===== src/rtl/frame_buffer_writer_pkg.sv =====
// Shared definitions for the ping-pong frame store: FSM encoding and address sizing.
// The VGA reader imports the same package for bank/address layout.
package frame_buffer_writer_pkg;

   typedef enum logic [2:0] {
      ST_IDLE    = 3'b001,
      ST_CAPTURE = 3'b010,
      ST_PENDING = 3'b100
   } fb_state_e;

   // Linear pixel-address width for one bank; the bank bit sits above it.
   function automatic int fb_addr_w(input int h_width, input int v_width);
      return $clog2(h_width * v_width);
   endfunction

endpackage


===== src/rtl/frame_buffer_writer_addr_gen.sv =====
// Combinational pixel bounds check and linear address (y*H_WIDTH + x) for one commit.
module fb_addr_gen
   import frame_buffer_writer_pkg::*;
#(
   parameter int H_WIDTH     = 320,
   parameter int V_WIDTH     = 240,
   parameter int BYTE_PAIRED = 1,
   parameter int HA          = $clog2(2 * H_WIDTH),
   parameter int VA          = $clog2(V_WIDTH),
   parameter int AW          = fb_addr_w(H_WIDTH, V_WIDTH)
) (
   input  logic [HA-1:0] i_h_addr,
   input  logic [VA-1:0] i_v_addr,
   output logic          o_in_range,
   output logic [AW-1:0] o_lin_addr
);

   logic [HA-1:0] x;

   always_comb begin
      x = (BYTE_PAIRED != 0) ? (i_h_addr >> 1) : i_h_addr;
      // One extra bit on each side so a power-of-two limit does not truncate to zero.
      o_in_range = ({1'b0, x} < (HA+1)'(H_WIDTH)) &&
                   ({1'b0, i_v_addr} < (VA+1)'(V_WIDTH));
      o_lin_addr = AW'(i_v_addr) * AW'(H_WIDTH) + AW'(x);
   end

endmodule


===== src/rtl/frame_buffer_writer.sv =====
// Writes receiver pixels into a ping-pong BRAM frame store; swaps banks only at a
// reader frame boundary and hands the receiver its start-capture/next-frame pulses.
module frame_buffer_writer
   import frame_buffer_writer_pkg::*;
#(
   parameter int H_WIDTH     = 320,
   parameter int V_WIDTH     = 240,
   parameter int PXL_WIDTH   = 16,
   parameter int BYTE_PAIRED = 1,
   localparam int HA = $clog2(2 * H_WIDTH),
   localparam int VA = $clog2(V_WIDTH),
   localparam int AW = fb_addr_w(H_WIDTH, V_WIDTH)
) (
   input  logic                 i_clk,
   input  logic                 i_reset,
   input  logic                 i_enable,
   input  logic [PXL_WIDTH-1:0] i_pixel_data,
   input  logic [HA-1:0]        i_h_addr,
   input  logic [VA-1:0]        i_v_addr,
   input  logic                 i_valid,
   input  logic                 i_frame_end,
   input  logic                 i_rd_frame_start,
   output logic                 o_start_capture,
   output logic                 o_next_frame,
   output logic                 o_wr_en,
   output logic [AW:0]          o_wr_addr,
   output logic [PXL_WIDTH-1:0] o_wr_data,
   output logic                 o_display_bank,
   output logic [15:0]          o_drop_count
);

   fb_state_e              state_q, state_d;
   logic                   phase_q, phase_d;
   logic [VA-1:0]          v_prev_q, v_prev_d;
   logic                   wr_bank_q, wr_bank_d;
   logic                   disp_bank_q, disp_bank_d;
   logic                   start_q, start_d;
   logic                   next_q, next_d;
   logic                   wr_en_q, wr_en_d;
   logic [AW:0]            wr_addr_q, wr_addr_d;
   logic [PXL_WIDTH-1:0]   wr_data_q, wr_data_d;
   logic [15:0]            drop_q, drop_d;

   logic                   line_phase;
   logic                   commit;
   logic                   in_range;
   logic [AW-1:0]          lin_addr;

   fb_addr_gen #(
      .H_WIDTH     (H_WIDTH),
      .V_WIDTH     (V_WIDTH),
      .BYTE_PAIRED (BYTE_PAIRED),
      .HA          (HA),
      .VA          (VA),
      .AW          (AW)
   ) u_addr_gen (
      .i_h_addr   (i_h_addr),
      .i_v_addr   (i_v_addr),
      .o_in_range (in_range),
      .o_lin_addr (lin_addr)
   );

   always_comb begin
      state_d     = state_q;
      v_prev_d    = i_v_addr;
      wr_bank_d   = wr_bank_q;
      disp_bank_d = disp_bank_q;
      start_d     = 1'b0;
      next_d      = 1'b0;
      wr_en_d     = 1'b0;
      wr_addr_d   = wr_addr_q;
      wr_data_d   = wr_data_q;
      drop_d      = drop_q;
      commit      = 1'b0;

      // A line change resyncs byte pairing even if the receiver dropped a byte.
      line_phase = (i_v_addr != v_prev_q) ? 1'b0 : phase_q;
      phase_d    = line_phase;

      case (state_q)
         ST_IDLE: begin
            if (i_enable) begin
               state_d = ST_CAPTURE;
               start_d = 1'b1;
               phase_d = 1'b0;
            end
         end
         ST_CAPTURE: begin
            if (i_valid) begin
               phase_d = ~line_phase;
               commit  = (BYTE_PAIRED == 0) || line_phase;
            end
            if (i_frame_end) state_d = ST_PENDING;
         end
         ST_PENDING: begin
            if (i_rd_frame_start) begin
               disp_bank_d = wr_bank_q;
               wr_bank_d   = ~wr_bank_q;
               if (i_enable) begin
                  state_d = ST_CAPTURE;
                  next_d  = 1'b1;
                  phase_d = 1'b0;
               end else begin
                  state_d = ST_IDLE;
               end
            end
         end
         default: state_d = ST_IDLE;
      endcase

      if (commit) begin
         if (in_range) begin
            wr_en_d   = 1'b1;
            wr_addr_d = {wr_bank_q, lin_addr};
            wr_data_d = i_pixel_data;
         end else if (drop_q != 16'hFFFF) begin
            drop_d = drop_q + 16'd1;
         end
      end
   end

   always_ff @(posedge i_clk) begin
      if (i_reset) begin
         state_q     <= ST_IDLE;
         phase_q     <= 1'b0;
         v_prev_q    <= '0;
         wr_bank_q   <= 1'b0;
         disp_bank_q <= 1'b1;
         start_q     <= 1'b0;
         next_q      <= 1'b0;
         wr_en_q     <= 1'b0;
         wr_addr_q   <= '0;
         wr_data_q   <= '0;
         drop_q      <= '0;
      end else begin
         state_q     <= state_d;
         phase_q     <= phase_d;
         v_prev_q    <= v_prev_d;
         wr_bank_q   <= wr_bank_d;
         disp_bank_q <= disp_bank_d;
         start_q     <= start_d;
         next_q      <= next_d;
         wr_en_q     <= wr_en_d;
         wr_addr_q   <= wr_addr_d;
         wr_data_q   <= wr_data_d;
         drop_q      <= drop_d;
      end
   end

   assign o_start_capture = start_q;
   assign o_next_frame    = next_q;
   assign o_wr_en         = wr_en_q;
   assign o_wr_addr       = wr_addr_q;
   assign o_wr_data       = wr_data_q;
   assign o_display_bank  = disp_bank_q;
   assign o_drop_count    = drop_q;

endmodule


===== config.mk =====
export PLATFORM = sky130hd
export DESIGN_NAME = frame_buffer_writer
export DESIGN_NICKNAME = d
export VERILOG_FILES = /design/src/rtl/frame_buffer_writer_pkg.sv /design/src/rtl/frame_buffer_writer_addr_gen.sv /design/src/rtl/frame_buffer_writer.sv
export SDC_FILE = /design/constraint.sdc
export NUM_CORES = 1
export LEC_CHECK = 0
export ABC_AREA = 1
export CAP_MARGIN = 20
export CORE_ASPECT_RATIO = 1.75
export CORE_MARGIN = 2
export CORE_UTILIZATION = 30
export CTS_CLUSTER_SIZE = 10
export DETAILED_ROUTE_END_ITERATION = 8
export SYNTH_ARGS = -nofsm -noshare
export SYNTH_HDL_FRONTEND = slang
export SYNTH_SLANG_ARGS = --single-unit

===== constraint.sdc =====
create_clock -name i_clk -period 5.7 [get_ports i_clk]
set_clock_uncertainty 0.15 [all_clocks]
set_input_delay 0.855 -clock i_clk [delete_from_list [all_inputs] [get_ports i_clk]]
set_output_delay 0.855 -clock i_clk [all_outputs]
set_load 0.02 [all_outputs]

==> After elaboration in Yosys (flattened, before gate mapping) <==
Index checks and enable logic that the tools add are counted.
{ "word_totals": {"output_inout_bits": 54, "reg_bits": 67, "inputBits": 40, "mem_bits_rw": 0, "latchBits": 0, "mem_count": 0, "rom_bits": 0} }
{ "classes": {"eq_ne": 8, "n_addsub": 2, "shift": 0, "order_cmp": 2, "div_mod_pow": 0, "n_mul": 1, "n_mux": 14, "n_bitwise": 7, "reduce_logical": 8} }
{ "ops": {"columns": ["op", "count"], "rows": [
  ["17-bit by 9-bit adder with 17-bit output", 1],
  ["16-bit by 1-bit adder with 16-bit output, second input constant", 1],
  ["16-bit inequality test, second input constant", 1],
  ["8-bit by 3-bit multiplier with 11-bit output, second input constant", 1],
  ["9-bit less-than comparator, second input constant", 1],
  ["3-bit 2-to-1 mux", 3],
  ["3-bit case mux with 3 select lines", 1],
  ["8-bit less-than comparator, second input constant", 1],
  ["1-bit 2-to-1 mux", 8],
  ["8-bit inequality test", 1],
  ["1-bit inverter", 7],
  ["2-bit inequality test, second input constant", 3],
  ["3-bit AND reduction", 2],
  ["2-bit AND reduction", 2],
  ["2-bit OR reduction", 2],
  ["3-bit by 1-bit == test with 1-bit output, second input constant", 1],
  ["3-bit by 2-bit == test with 1-bit output, second input constant", 1],
  ["3-bit == test, second input constant", 1],
  ["1-bit case mux with 3 select lines", 1],
  ["3-bit OR reduction", 1],
  ["2-bit 2-to-1 mux", 1],
  ["1-bit logical AND", 1]
]} }

==> Logic depth before layout (Yosys ltp) <==
{ "depth": {"depth_word": 6, "mapped_depth": 16, "depth_no_buf": 15} }

==> Cells and area by module <==
From an unflattened synthesis, not the netlist that was laid out.
{ "unflattened": {"hier_cells": 524, "area_unflattened_um2": 3697.3} }
{ "modules_own_cells": {"columns": ["mod", "area_per_inst_um2", "instances", "seq_area_each_um2", "cells_each"], "rows": [
  ["frame_buffer_writer", 3010.4, 1, 1341.3, 420],
  ["fb_addr_gen", 686.9, 1, 0.0, 104]
]} }

==> Least setup slack after synthesis <==
OpenSTA, ideal clock, no wires.
{ "synth_timing": {"kind": "input to register", "from": "in i_v_addr[1]", "to": "reg wr_addr_q[15], in the netlist o_wr_addr[15]", "cell_stages": 12, "n_path_buf": 0, "required_ns": 5.441, "setup_slack_ns": 2.760, "arrival_time_ns": 2.681, "path_cell_list": "ha_1 ha_1 fa_1 nand2_1 nor2_1 nand2_1 a21oi_1 nand3_1 o21ai_0 nand3_1 nand2_1 inv_1"} }
{ "synth_via": {"elab_chain_len": 5} }
{ "synth_lines": {"columns": ["item", "line_no", "rtl"], "rows": [
  ["start, declared", "frame_buffer_writer.sv:19", "input logic [VA-1:0] i_v_addr,"],
  ["parallel branches: the longest is 5 deep, another holds 17-bit by 9-bit adder with 17-bit output", null, null],
  ["end signal, assigned", "frame_buffer_writer.sv:144", "wr_addr_q <= wr_addr_d;"],
  ["end, declared", "frame_buffer_writer.sv:40", "logic [AW:0] wr_addr_q, wr_addr_d;"]
]} }
Parallel ways; which one is timed is not known.
A chain may end at the register's enable or synchronous reset.

==> Worst setup path after layout <==
{ "layout_timing": {"from": "in i_v_addr[5]", "to": "reg wr_addr_q[11], in the netlist o_wr_addr[11]"} }
The elaborated chain is that of the path after synthesis.

==> key figures <==
Power
  • Sw Ratio: 24.0%
  • Flop pwr share: 44.3%
  • Leakage: 1.89 nW
  • Switching power total: about 260 uW
  • Clock power share: between 40% and 50%
  • Combinational Power Share: between 10 and 15%
  • Worst vdd ir: 0.000146 V
  • Power per cell area: 233 mW/mm^2
  • Internal power: 825 uW

Cells and area
  • Final layout net count: 615
  • FF/Latch Area: 0.00134 sq mm
  • Diodes inserted: 0
  • Share of cells above drive strength 1: ~6.1%
  • FILL cells: 1,160
  • Non-Filler Instances: 689
  • Multi-input logic area: 0.00182 sq mm
  • Area delta synth->final: 37.0%

Yosys
  • Area leader, netlist: dfxtp_1
  • Primary FF master, synth: dfxtp_1
  • Fraction of registers with async set/reset: 0%
  • Synth Warn #: 0
  • FF+latch count, synth: 67
  • Gate Count Post-Synth: 466
  • Most frequent cells after synthesis: 93 x nor2_1, 86 x nand2_1, 67 x dfxtp_1, 42 x inv_1, 40 x o21ai_0
  • EDFF count, synth: 0
  • Synth top area cells: dfxtp_1 39%, nor2_1 10%, nand2_1 9.5%
  • Post-synthesis sequential area ratio: 39.4%
  • Avg Cell Area, Syn: 7.31 sq um
  • Post-Syn Nets: between 500 and 600
  • Synth cell types: 39
  • Synth top area share: between 30% and 40%
  • Most common cell in the netlist: nor2_1
  • Synth Cell Area: ~0.0034 sq mm

Place
  • HPWL after detailed placement: ~6.5 mm
  • Routability Congestion: 0.870
  • Port Buffer Count: 92
  • Placed Cells: 677

Route
  • WL per Instance: 12.7 microns
  • Iteration-0 DRC Markers: 60
  • Vias per cell: roughly 4.7
  • Routed vias: between 3,000 and 4,000
  • Drc violations: 0
  • Drt total wl: a little under 9 mm
  • First-pass DRT Iterations: 4
  • Post-route ant nets: 0

CTS
  • Worst skew pair latency: 320 ps
  • Clock transition at path regs: 50 ps
  • CTS Sinks: 67
  • Num CTS Buffers: 9
  • CTS tree: done
  • H-Tree Depth: 3
  • Hold Buf Count CTS: 0
  • Bufs on Longest Clock Path: 2
  • Postcts setup bufs: 0
  • PostCTS Resize Cnt: 0
  • Clk root buf: clkbuf_16

Timing
  • Setup repair after global routing missed its margin: false
  • Setup TNS: 0 ps
  • Fin. max-slew vios: 0
  • Min Tclk post-route: 3780 ps
  • Measured slew at the worst slew-check pin: about 1000 ps
  • Setup-failing EPs final: 0
  • Period utilization: 66.3%
  • Slew margin rel.: 34.1%
  • Final Hold Violating Endpoints: 0
  • Fmax: 0.265 GHz

Floorplan
  • Num rows: about 50
  • Starting density of the core: 30.7%
  • Die W: 84.5 microns
  • Die span in y: 145 microns
  • Core area: 0.0111 sq mm
  • Die ar.: 0.0123 sq mm
  • Top Ports: 94

Setup path
  • Worst-case reg-to-reg path depth: 13
  • Crit Reg-Reg Startpoint: v_prev_q[0]
  • CP endpoint kind: flop
  • CP Launch Type: input port
  • R2R setup slack: between 2000 and 3000 ps
  • Setup CP Type: input port to flop
  • Largest fanout on the critical path: 42
  • Worst Path Arrival: about 3800 ps
  • R2r endpoint: o_wr_addr[11]
  • Req. time, crit path: 5760 ps

Global routing
  • First-pass GRT wire length: 14.5 mm
  • Initial antenna violation count: 0
  • Largest net degree at the start of global routing: 43
  • Grt ovf: 0
  • GRT Overall Usage: 14.7%
  • Vias in the first global route: around 3,100

Min path
  • Min-Delay Path Class: flop to flop
  • Hold path start: o_display_bank
  • Hold path depth: 1
  • Hold path endpoint: o_display_bank

Run
  • Max Cap Viol: 0

Outcome
  • Status: finished, final reports clean
[worst max path at each step]
stage | end | from | cells past startpoint | slack, ps
after floorplan | o_wr_addr[15] | i_v_addr[1] | 12 | 2760
after global placement | o_wr_addr[11] | i_v_addr[0] | 15 | 1530
after detailed placement | o_wr_addr[11] | i_v_addr[0] | 15 | 1480
after CTS | o_wr_addr[11] | i_v_addr[0] | 15 | 1810
after global routing | o_wr_addr[11] | i_v_addr[5] | 15 | 1500
final | o_wr_addr[11] | i_v_addr[5] | 15 | 1920
[routing by layer]
layer	vias to the layer above	global-route usage, %	wire, microns
met5	-	0	0
met4	0	7.70	238
met3	17	2.39	300
met2	71	28.0	4910
met1	1475	14.9	3290
li1	1679	-	-
[area by class of cell]
class	instances	share of cell area [%]
well taps	132	3.54
clock buffers	11	4.99
flip-flops and latches	67	28.8
multi-input cells	338	38.9
repair buffers	93	19.9
inverters	47	3.78
clock inverters	1	0.107
[logic make-up after synthesis]
family | after synthesis | share of synthesized area (%)
xor gates and xnor gates | 17 | 4.37
buffers and inverters | 61 | 7.31
DFF | 67 | 39.4
AOI/OAI and AO/OA | 78 | 13.0
and+or+nand+nor | 224 | 28.5
adders and majority gates | 19 | 7.42
[worst max-delay path: stages]
cell and delay, ps:
clkdlybuf4s50_1 560, inv_1 110, nand2_1 70, o21ai_0 70, inv_1 50, o2111ai_1 150, nor4_1 210, ha_1 190
inv_1 60, nor2_1 130, nand2_2 320, inv_2 660, o21ai_0 200, o211ai_1 120, inv_1 70
[placed cells by master (no fill, tap or decap), types with 8 or more instances in the layout]
master,n
inv_1,42
clkdlybuf4s50_1,92
dfxtp_1,67
nor2_1,93
ha_1,17
a21oi_2,8
clkbuf_16,9
o21ai_0,40
xor2_1,13
a21oi_1,21
nand3_1,16
nand2_1,86
[metrics by stage]
stage | worst slack, ps | hold slack, ps | instance area, sq um | total power [mW] | util [%]
3_3_place_gp | 1530 | 294 | 4430 | 0.632 | 39.9
2_1_floorplan | 2760 | 295 | 3410 | 0.582 | -
6_report | 1920 | 305 | 4660 | 1.09 | 42.0
3_5_place_dp | 1480 | 301 | 4430 | 0.636 | 39.9
5_1_grt | 1500 | 326 | 4660 | 1.14 | 42.0
4_1_cts | 1810 | 313 | 4660 | 1.10 | 42.0
[registers in the layout, indices dropped and copies added (netlist names), 3 cells and up]
register      flops
v_prev_q          8
o_wr_data        16
state_q           3
o_wr_addr        18
o_drop_count     16
[power by group through the flow]
stage | clock network (mW) | logic, mW | registers [mW]
floorplan | 0 | 0.0919 | 0.490
global placement | 0 | 0.142 | 0.490
detailed placement | 0 | 0.146 | 0.490
global route | 0.496 | 0.166 | 0.481
CTS | 0.475 | 0.147 | 0.480
finish | 0.459 | 0.146 | 0.481
Power figures use the tool's default switching activity.
